## src/rtl/axi4_stream_arbiter_rr_if.sv

```systemverilog
// ---------------------------------------------------------------------------
// axi4_stream_arbiter_rr_if
// Bundle of AXI4-Stream signals for one or more lanes, used on both sides of
// axi4_stream_arbiter_rr. Lane k occupies bit k of the scalar signals and
// slice k of the vector signals (tdata/tid/tdest).
//
// Parameters:
//   Lanes     - number of streams carried (NumInitiators on the slave side,
//               1 on the master side)
//   DataWidth - tdata bits per lane
//   IdWidth   - tid bits per lane
//   DestWidth - tdest bits per lane
//
// Modports:
//   master - drives tvalid/tdata/tlast/tid/tdest, samples tready
//   slave  - samples tvalid/tdata/tlast/tid/tdest, drives tready
//
// Handshake: a beat transfers on a rising clock edge where tvalid and tready
// of the same lane are both high. A master never waits for tready before
// raising tvalid; tready may depend combinationally on tvalid.
// ---------------------------------------------------------------------------
interface axi4_stream_arbiter_rr_if #(
  parameter int Lanes     = 1,
  parameter int DataWidth = 32,
  parameter int IdWidth   = 4,
  parameter int DestWidth = 4
);
  logic [Lanes-1:0]           tvalid;
  logic [Lanes-1:0]           tready;
  logic [Lanes-1:0]           tlast;
  logic [Lanes*DataWidth-1:0] tdata;
  logic [Lanes*IdWidth-1:0]   tid;
  logic [Lanes*DestWidth-1:0] tdest;

  modport master (output tvalid, tdata, tlast, tid, tdest, input tready);
  modport slave  (input tvalid, tdata, tlast, tid, tdest, output tready);
endinterface

```

## src/rtl/axi4_stream_arbiter_rr.sv

```systemverilog
// ---------------------------------------------------------------------------
// axi4_stream_arbiter_rr
// Round-robin, packet-locked arbiter: NumInitiators AXI4-Stream sources share
// one AXI4-Stream sink. A grant is taken in IDLE (1 cycle latency) and held in
// LOCKED until the granted stream finishes a packet (tlast) or, when
// MaxTransfersPerGrant > 0, until that many beats have been transferred.
// Every release returns to IDLE for exactly one bubble cycle and advances the
// round-robin pointer to the index after the released initiator.
//
// Ports:
//   clk_axis_i - clock, rising edge
//   rst_axis_i - synchronous active-high reset
//   s_axis     - slave modport, NumInitiators lanes (tready driven here)
//   m_axis     - master modport, 1 lane
//   grant_o    - one-hot current grant, zero while idle
//   busy_o     - high while LOCKED; doubles as the FSM state observation
//
// Optional build macro AXI4_STREAM_ARBITER_RR_OUTPUT_REG_EN:
//   m_axis is fed from a 2-entry skid FIFO, so m_axis.tready never reaches
//   s_axis.tready combinationally; adds one cycle of latency, keeps one beat
//   per cycle. Release is judged on the input-side handshake.
//   Without the macro the granted slice is passed straight through.
//
// Handshake: a beat transfers on a rising edge where tvalid and tready are
// both high on the same port; only the granted lane ever sees tready high.
// ---------------------------------------------------------------------------
module axi4_stream_arbiter_rr #(
  parameter int NumInitiators        = 4,
  parameter int TDataWidth           = 32,
  parameter int TIdWidth             = 4,
  parameter int TDestWidth           = 4,
  parameter int MaxTransfersPerGrant = 0
) (
  input  logic                        clk_axis_i,
  input  logic                        rst_axis_i,
  axi4_stream_arbiter_rr_if.slave     s_axis,
  axi4_stream_arbiter_rr_if.master    m_axis,
  output logic [NumInitiators-1:0]    grant_o,
  output logic                        busy_o
);

  localparam int          IdxW       = $clog2(NumInitiators);
  localparam bit          BudgetEn   = (MaxTransfersPerGrant > 0);
  localparam logic [31:0] BudgetLast = BudgetEn ? 32'(MaxTransfersPerGrant - 1) : 32'd0;

  typedef enum logic {IDLE = 1'b0, LOCKED = 1'b1} state_t;

  state_t                   state_q, state_d;
  logic [IdxW-1:0]          rr_ptr_q, rr_ptr_d;
  logic [IdxW-1:0]          gidx_q, gidx_d;
  logic [NumInitiators-1:0] grant_q, grant_d;
  logic [31:0]              xfer_cnt_q, xfer_cnt_d;

  logic [IdxW:0]            cand;
  logic [IdxW-1:0]          pick_idx;
  logic                     pick_vld;

  logic                     sel_valid;
  logic                     sel_last;
  logic [TDataWidth-1:0]    sel_data;
  logic [TIdWidth-1:0]      sel_id;
  logic [TDestWidth-1:0]    sel_dest;
  logic                     in_ready;
  logic                     in_hs;
  logic                     budget_hit;
  logic                     release_now;
  logic [NumInitiators-1:0] s_tready;

  // Search rr_ptr, rr_ptr+1, ... (mod N); the first requester wins.
  always_comb begin
    pick_vld = 1'b0;
    pick_idx = '0;
    cand     = '0;
    for (int i = 0; i < NumInitiators; i++) begin
      cand = {1'b0, rr_ptr_q} + (IdxW+1)'(i);
      if (cand >= (IdxW+1)'(NumInitiators)) cand = cand - (IdxW+1)'(NumInitiators);
      if (!pick_vld && s_axis.tvalid[cand[IdxW-1:0]]) begin
        pick_vld = 1'b1;
        pick_idx = cand[IdxW-1:0];
      end
    end
  end

  // Granted slice; forced to zero while nothing is granted.
  always_comb begin
    sel_valid = 1'b0;
    sel_last  = 1'b0;
    sel_data  = '0;
    sel_id    = '0;
    sel_dest  = '0;
    if (state_q == LOCKED) begin
      sel_valid = s_axis.tvalid[gidx_q];
      sel_last  = s_axis.tlast[gidx_q];
      sel_data  = s_axis.tdata[gidx_q*TDataWidth +: TDataWidth];
      sel_id    = s_axis.tid[gidx_q*TIdWidth +: TIdWidth];
      sel_dest  = s_axis.tdest[gidx_q*TDestWidth +: TDestWidth];
    end
  end

  always_comb begin
    s_tready = '0;
    if (state_q == LOCKED) s_tready[gidx_q] = in_ready;
  end
  assign s_axis.tready = s_tready;

  assign in_hs       = sel_valid & in_ready;
  assign budget_hit  = BudgetEn && (xfer_cnt_q == BudgetLast);
  assign release_now = in_hs & (sel_last | budget_hit);

  // FSM next-state / register updates.
  always_comb begin
    state_d    = state_q;
    rr_ptr_d   = rr_ptr_q;
    gidx_d     = gidx_q;
    grant_d    = grant_q;
    xfer_cnt_d = xfer_cnt_q;
    unique case (state_q)
      IDLE: begin
        if (pick_vld) begin
          state_d    = LOCKED;
          gidx_d     = pick_idx;
          grant_d    = NumInitiators'(1) << pick_idx;
          xfer_cnt_d = '0;
        end
      end
      LOCKED: begin
        if (release_now) begin
          state_d  = IDLE;
          grant_d  = '0;
          rr_ptr_d = (gidx_q == IdxW'(NumInitiators - 1)) ? '0 : gidx_q + IdxW'(1);
        end else if (in_hs) begin
          xfer_cnt_d = xfer_cnt_q + 32'd1;
        end
      end
      default: state_d = IDLE;
    endcase
  end

  always_ff @(posedge clk_axis_i) begin
    if (rst_axis_i) begin
      state_q    <= IDLE;
      rr_ptr_q   <= '0;
      gidx_q     <= '0;
      grant_q    <= '0;
      xfer_cnt_q <= '0;
    end else begin
      state_q    <= state_d;
      rr_ptr_q   <= rr_ptr_d;
      gidx_q     <= gidx_d;
      grant_q    <= grant_d;
      xfer_cnt_q <= xfer_cnt_d;
    end
  end

  assign grant_o = grant_q;
  assign busy_o  = (state_q == LOCKED);

`ifdef AXI4_STREAM_ARBITER_RR_OUTPUT_REG_EN
  typedef struct packed {
    logic [TDataWidth-1:0] data;
    logic                  last;
    logic [TIdWidth-1:0]   id;
    logic [TDestWidth-1:0] dest;
  } beat_t;

  beat_t      fifo_q [2];
  logic       wr_ptr_q, rd_ptr_q;
  logic [1:0] cnt_q;
  logic       pop;

  // Two entries let the input keep accepting while the output stalls for one
  // cycle, so a registered "not full" ready still sustains one beat per cycle.
  assign in_ready = (cnt_q != 2'd2);
  assign pop      = (cnt_q != 2'd0) & m_axis.tready;

  always_ff @(posedge clk_axis_i) begin
    if (rst_axis_i) begin
      fifo_q[0] <= '0;
      fifo_q[1] <= '0;
      wr_ptr_q  <= 1'b0;
      rd_ptr_q  <= 1'b0;
      cnt_q     <= 2'd0;
    end else begin
      if (in_hs) begin
        fifo_q[wr_ptr_q] <= '{data: sel_data, last: sel_last, id: sel_id, dest: sel_dest};
        wr_ptr_q         <= ~wr_ptr_q;
      end
      if (pop) rd_ptr_q <= ~rd_ptr_q;
      if (in_hs && !pop)      cnt_q <= cnt_q + 2'd1;
      else if (!in_hs && pop) cnt_q <= cnt_q - 2'd1;
    end
  end

  assign m_axis.tvalid = (cnt_q != 2'd0);
  assign m_axis.tdata  = (cnt_q != 2'd0) ? fifo_q[rd_ptr_q].data : '0;
  assign m_axis.tlast  = (cnt_q != 2'd0) ? fifo_q[rd_ptr_q].last : 1'b0;
  assign m_axis.tid    = (cnt_q != 2'd0) ? fifo_q[rd_ptr_q].id   : '0;
  assign m_axis.tdest  = (cnt_q != 2'd0) ? fifo_q[rd_ptr_q].dest : '0;
`else
  assign in_ready      = m_axis.tready[0];
  assign m_axis.tvalid = sel_valid;
  assign m_axis.tdata  = sel_data;
  assign m_axis.tlast  = sel_last;
  assign m_axis.tid    = sel_id;
  assign m_axis.tdest  = sel_dest;
`endif

endmodule

```

## src/flat_wrapper.sv

```systemverilog
// flat-port wrapper written by rule: the top's interface ports become plain ports
module axi4_stream_arbiter_rr_flat 
#(
  parameter int NumInitiators        = 4,
  parameter int TDataWidth           = 32,
  parameter int TIdWidth             = 4,
  parameter int TDestWidth           = 4,
  parameter int MaxTransfersPerGrant = 0
)
  (clk_axis_i, rst_axis_i, grant_o, busy_o, s_axis_tvalid, s_axis_tdata, s_axis_tlast, s_axis_tid, s_axis_tdest, s_axis_tready, m_axis_tvalid, m_axis_tdata, m_axis_tlast, m_axis_tid, m_axis_tdest, m_axis_tready);
  axi4_stream_arbiter_rr_if #(.Lanes(4), .DataWidth(32), .IdWidth(4), .DestWidth(4)) s_axis_i ();
  axi4_stream_arbiter_rr_if #(.Lanes(1), .DataWidth(32), .IdWidth(4), .DestWidth(4)) m_axis_i ();
  input  logic clk_axis_i;
  input  logic rst_axis_i;
  output logic [NumInitiators-1:0] grant_o;
  output logic busy_o;
  input wire logic [$bits(s_axis_i.tvalid)-1:0] s_axis_tvalid;
  input wire logic [$bits(s_axis_i.tdata)-1:0] s_axis_tdata;
  input wire logic [$bits(s_axis_i.tlast)-1:0] s_axis_tlast;
  input wire logic [$bits(s_axis_i.tid)-1:0] s_axis_tid;
  input wire logic [$bits(s_axis_i.tdest)-1:0] s_axis_tdest;
  output wire logic [$bits(s_axis_i.tready)-1:0] s_axis_tready;
  output wire logic [$bits(m_axis_i.tvalid)-1:0] m_axis_tvalid;
  output wire logic [$bits(m_axis_i.tdata)-1:0] m_axis_tdata;
  output wire logic [$bits(m_axis_i.tlast)-1:0] m_axis_tlast;
  output wire logic [$bits(m_axis_i.tid)-1:0] m_axis_tid;
  output wire logic [$bits(m_axis_i.tdest)-1:0] m_axis_tdest;
  input wire logic [$bits(m_axis_i.tready)-1:0] m_axis_tready;
  assign s_axis_i.tvalid = s_axis_tvalid;
  assign s_axis_i.tdata = s_axis_tdata;
  assign s_axis_i.tlast = s_axis_tlast;
  assign s_axis_i.tid = s_axis_tid;
  assign s_axis_i.tdest = s_axis_tdest;
  assign s_axis_tready = s_axis_i.tready;
  assign m_axis_tvalid = m_axis_i.tvalid;
  assign m_axis_tdata = m_axis_i.tdata;
  assign m_axis_tlast = m_axis_i.tlast;
  assign m_axis_tid = m_axis_i.tid;
  assign m_axis_tdest = m_axis_i.tdest;
  assign m_axis_i.tready = m_axis_tready;
  axi4_stream_arbiter_rr #(.NumInitiators(NumInitiators), .TDataWidth(TDataWidth), .TIdWidth(TIdWidth), .TDestWidth(TDestWidth), .MaxTransfersPerGrant(MaxTransfersPerGrant)) u_core (.clk_axis_i(clk_axis_i), .rst_axis_i(rst_axis_i), .s_axis(s_axis_i), .m_axis(m_axis_i), .grant_o(grant_o), .busy_o(busy_o));
endmodule
```

## config.mk

```make
export PLATFORM = sky130hd
export DESIGN_NAME = axi4_stream_arbiter_rr_flat
export DESIGN_NICKNAME = d
export VERILOG_FILES = /design/src/rtl/axi4_stream_arbiter_rr_if.sv /design/src/rtl/axi4_stream_arbiter_rr.sv /design/src/flat_wrapper.sv
export SDC_FILE = /design/constraint.sdc
export NUM_CORES = 1
export LEC_CHECK = 0
export ABC_AREA = 1
export BUFFER_PORTS_ARGS = -buffer_cell sky130_fd_sc_hd__buf_2
export CAP_MARGIN = 20
export CORE_AREA = 2 2 87 89
export DETAILED_ROUTE_END_ITERATION = 12
export DIE_AREA = 0 0 89 91
export PLACE_DENSITY = 0.71
export SLEW_MARGIN = 20
export SYNTH_ARGS = -nofsm -noshare
export SYNTH_HDL_FRONTEND = slang
export SYNTH_SLANG_ARGS = --single-unit
```

## constraint.sdc

```tcl
create_clock -name clk_axis_i -period 1.45 [get_ports clk_axis_i]
set_input_delay 0.29 -clock clk_axis_i [delete_from_list [all_inputs] [get_ports clk_axis_i]]
set_output_delay 0.29 -clock clk_axis_i [all_outputs]
set_load 0.01 [all_outputs]
```

==> results list <==
- Status: finished with violations
- Violated checks: negative setup slack
- Measured against its own limit, the worst slew margin works out to between 70% and 80%.
- The critical path contains buffers and inverters numbering 3 combined.
* Routed wire length per instance: between 15 and 20 µm
- Layout cells sized above 1: 56.9%
* Detailed placer's ending HPWL: between 7 and 8 mm
- Vias after detailed routing: between 3000 and 4000
- The die covers between 0.008 and 0.009 mm².
- Across every metal layer, demand over resource in global routing totals a little under a quarter.
* IO buf count: between 200 and 250
* Via density per instance: between 5 and 6
* Avg Inst Size Synth: roughly 4.9 µm²
- For this block, the routed nets add up to between 10 and 15 mm of wire.
- Number of antenna violations at the first check in global routing: 0
* Core Footprint: between 0.007 and 0.008 mm²
- Clk buf depth: 2
- Global routing finished with a remaining overflow of 0.
- Before antenna repair, the detailed router went through 5 iterations.
* Area overhead of the layout relative to synthesis: 115%
- Summed over its instances, the top area cell type makes up 28.7% of the synthesized netlist area.
- Most area-consuming cells after synthesis: sky130_fd_sc_hd__nor2_1 29%, sky130_fd_sc_hd__o21ai_0 19%, sky130_fd_sc_hd__a21oi_1 12%
- Shortest period the worst path allows: ~1.7 ns
- Hold Path Class: in2reg
- Kind of start point of the critical path: register
- The detail route stage leaves a number of antenna-violating nets equal to 0.
- Last weighted congestion value of the routability-driven placer: roughly 0.86
- Standby leakage power: ~0.0024 µW
* Minimum setup slack in the final design: -0.287 ns
- Final critical-path share of the clock period: 120%
* Initial standard-cell utilization of the core: a little under a third
* Setup skew after layout: roughly 0.00095 ns
* Cell type with the highest aggregate area in the netlist: sky130_fd_sc_hd__nor2_1
- In this run the register-to-register setup slack is -0.22 ns.
- Number of DRC markers after the initial detailed-route iteration: about 150
- In this run the number of H-tree levels came out at 1.
- Worst-skew pair later-pin latency: ~0.24 ns
- STA classifies the critical path endpoint as a primary output.
* Die span in x: approximately 90 µm
- Yosys mapped the design onto 25 distinct sky130hd cell types.
- Pre-CTS setup slack: -0.143 ns
- Number of nets produced by synthesis: about 620
* Critical register-to-register path startpoint: u_core.gidx_q[0]$_SDFFE_PP0P_
* Peak clock frequency supported by timing: approximately 580 MHz
- The worst register-to-register path has a depth of 8.
- Counting flops and latches in the post-synthesis netlist gives 9.
- The worst hold path terminates at u_core.grant_o[3]$_SDFFE_PP0P_.
* Clock sinks: 9
* Max rail drop VDD: roughly 0.34 mV
- Buffers inserted to repair hold after CTS numbered 0.
- Pwr per Cell Area: 662 mW/mm²
- Post-Route Utilization: approximately two thirds
* RSZ-0062 raised after global routing: true
- The number of clock buffers added by TritonCTS is 3.
- The largest individual stage delay along the critical path comes from the cell sky130_fd_sc_hd__dfxtp_4.
* Overall Power: 3090 µW
- For this run, the post-layout net count is 863.
- TritonCTS clock tree: yes
* Antenna cell count: 0
- Entering global routing, the biggest net connects 31 pins.
- Logic depth of the worst setup path including buffers: 7
* WP data required: between 1 and 1.5 ns
- Max-cap check violation count: 0
- Post-Syn Instances: about 440
* Maximum net fanout on the critical path: 6
* Post-synthesis sequential area ratio: under 10%
- For the worst setup path, the data arrival time is roughly 1.5 ns.
- The number of global-route vias before repair is roughly 3500.
* Clock transition at the registers of the reported paths: about 0.050 ns
- On the critical path the largest part of the delay comes from buffers and inverters.
- Global-route wire length before repair: roughly 16 mm
- Total DRC errors in the routed layout: 0
- Counting instances, the worst hold path has a depth of 2.
* Total number of yosys warnings: 0
* Largest stage delay on the critical path: ~0.4 ns
* Hold Vio Cnt, Final: 0
- By startpoint and endpoint, the worst setup path is classified as reg2out.
- The final count of pins violating max slew came to 0.
- The worst hold path begins at rst_axis_i.
- Post-synthesis instance area: 0.00217 mm²
* Ports placed on the boundary: approximately 220
- DIE HEIGHT: approximately 91 µm
* Count of endpoints failing setup in the final report: 55
- Transition at the pin with the smallest max-transition slack: ~0.34 ns
* Cell with the most instances on the worst path: sky130_fd_sc_hd__buf_12
* Clock Root Buffer: sky130_fd_sc_hd__clkbuf_8
- Core Rows: 31
- Critical path, cell by cell: buf_12 > buf_12 > nor2_2 > nor2_1 > o21ai_1 > a21oi_1 > buf_2
* Reg2reg end: u_core.rr_ptr_q[0]$_SDFFE_PP0P_
-- state kept, by name (all words and copies together) (netlist names) --
name	cells
u_core.rr_ptr_q	2
u_core.grant_o	4
u_core.gidx_q	2
u_core.busy_o	1
-- cell families after synthesis --
family                   Yosys count  synth area share (%)
flip-flops                         9                  8.30
adder cells (fa/ha/maj)            4                  2.31
AO/OA/AOI/OAI                    139                  32.2
AND/OR/NAND/NOR                  235                  46.4
buffers and inverters             54                  10.8
-- per-stage QoR --
stage / area [µm²] / instances / hold slack [ns] / TNS, ns
3_5_place_dp: 3490 / 753 / 0.481 / -2.33
5_1_grt: 4660 / 786 / 0.348 / -16.04
4_1_cts: 3920 / 768 / 0.315 / -10.38
3_3_place_gp: 3490 / 753 / 0.473 / -1.02
2_1_floorplan: 2180 / 441 / 0.359 / 0
6_report: 4660 / 786 / 0.340 / -12.30
-- cell usage in the layout (no fill, tap or decap), types with 9 or more instances in the layout --
cell type,n
sky130_fd_sc_hd__nor2_2,12
sky130_fd_sc_hd__nand3_2,11
sky130_fd_sc_hd__nor2_4,10
sky130_fd_sc_hd__nand2_4,15
sky130_fd_sc_hd__a21oi_1,41
sky130_fd_sc_hd__buf_2,219
sky130_fd_sc_hd__nor2_1,145
sky130_fd_sc_hd__buf_4,20
sky130_fd_sc_hd__buf_12,10
sky130_fd_sc_hd__nand2_2,10
sky130_fd_sc_hd__nand2_1,15
sky130_fd_sc_hd__o21ai_1,61
sky130_fd_sc_hd__o21ai_2,11
sky130_fd_sc_hd__buf_6,12
sky130_fd_sc_hd__o21ai_0,9
-- synthesized netlist by cell type, drive strengths merged --
library cell / n
nor2: 168
o21ai: 85
a21oi: 52
nand2: 42
inv: 21
nand3: 21
buf: 19
clkbuf: 14
dfxtp: 9
ha: 4
nand4: 2
a211oi: 1
a31oi: 1
and2: 1
nand3b: 1
-- routing by layer --
layer	wire, µm	part of all wire, %	global-route usage [%]
met5	0	0	0
met4	200	1.7	4.48
met3	888	7.4	2.64
met2	6370	53	45.8
met1	4580	38	27.8
-- cell type report --
class	count	area [µm²]
Clock buffer	4	45.0
Timing Repair Buffer	274	1890
Inverter	21	125
Fill cell	627	2470
Sequential cell	9	193
Tap cell	99	124
Multi-Input combinational cell	379	2280
-- what timing repair did --
item,4_1_cts,5_1_grt
setup endpoints to repair,55,55
buffers inserted,7,9
resized for setup,79,167
pin swaps,23,44
cloned,4,9
hold endpoints to repair,0,0
-- where the power goes --
| part | switching [µW] | leakage (µW) | internal [µW] | total (µW) |
|---|---|---|---|---|
| sequential | 33.0 | 0.0000764 | 272 | 305 |
| clock | 110 | 0.0000228 | 193 | 303 |
| combinational | 1310 | 0.00227 | 1180 | 2480 |
| total | 1450 | 0.00237 | 1640 | 3090 |
-- how the worst max path moves through the flow --
| stage | start | to | slack, ns |
|---|---|---|---|
| 2_1_floorplan | u_core.gidx_q[1]$_SDFFE_PP0P_ | u_core.rr_ptr_q[1]$_SDFFE_PP0P_ | 0.007 |
| 3_3_place_gp | u_core.gidx_q[0]$_SDFFE_PP0P_ | m_axis_tdata[10] | -0.11 |
| 3_5_place_dp | u_core.gidx_q[0]$_SDFFE_PP0P_ | m_axis_tdata[10] | -0.14 |
| 4_1_cts | u_core.gidx_q[0]$_SDFFE_PP0P_ | m_axis_tdest[2] | -0.27 |
| 5_1_grt | u_core.gidx_q[0]$_SDFFE_PP0P_ | m_axis_tdata[5] | -0.36 |
| 6_report | u_core.gidx_q[0]$_SDFFE_PP0P_ | m_axis_tdata[0] | -0.29 |
No activity file was read; power rests on OpenSTA's default activity.
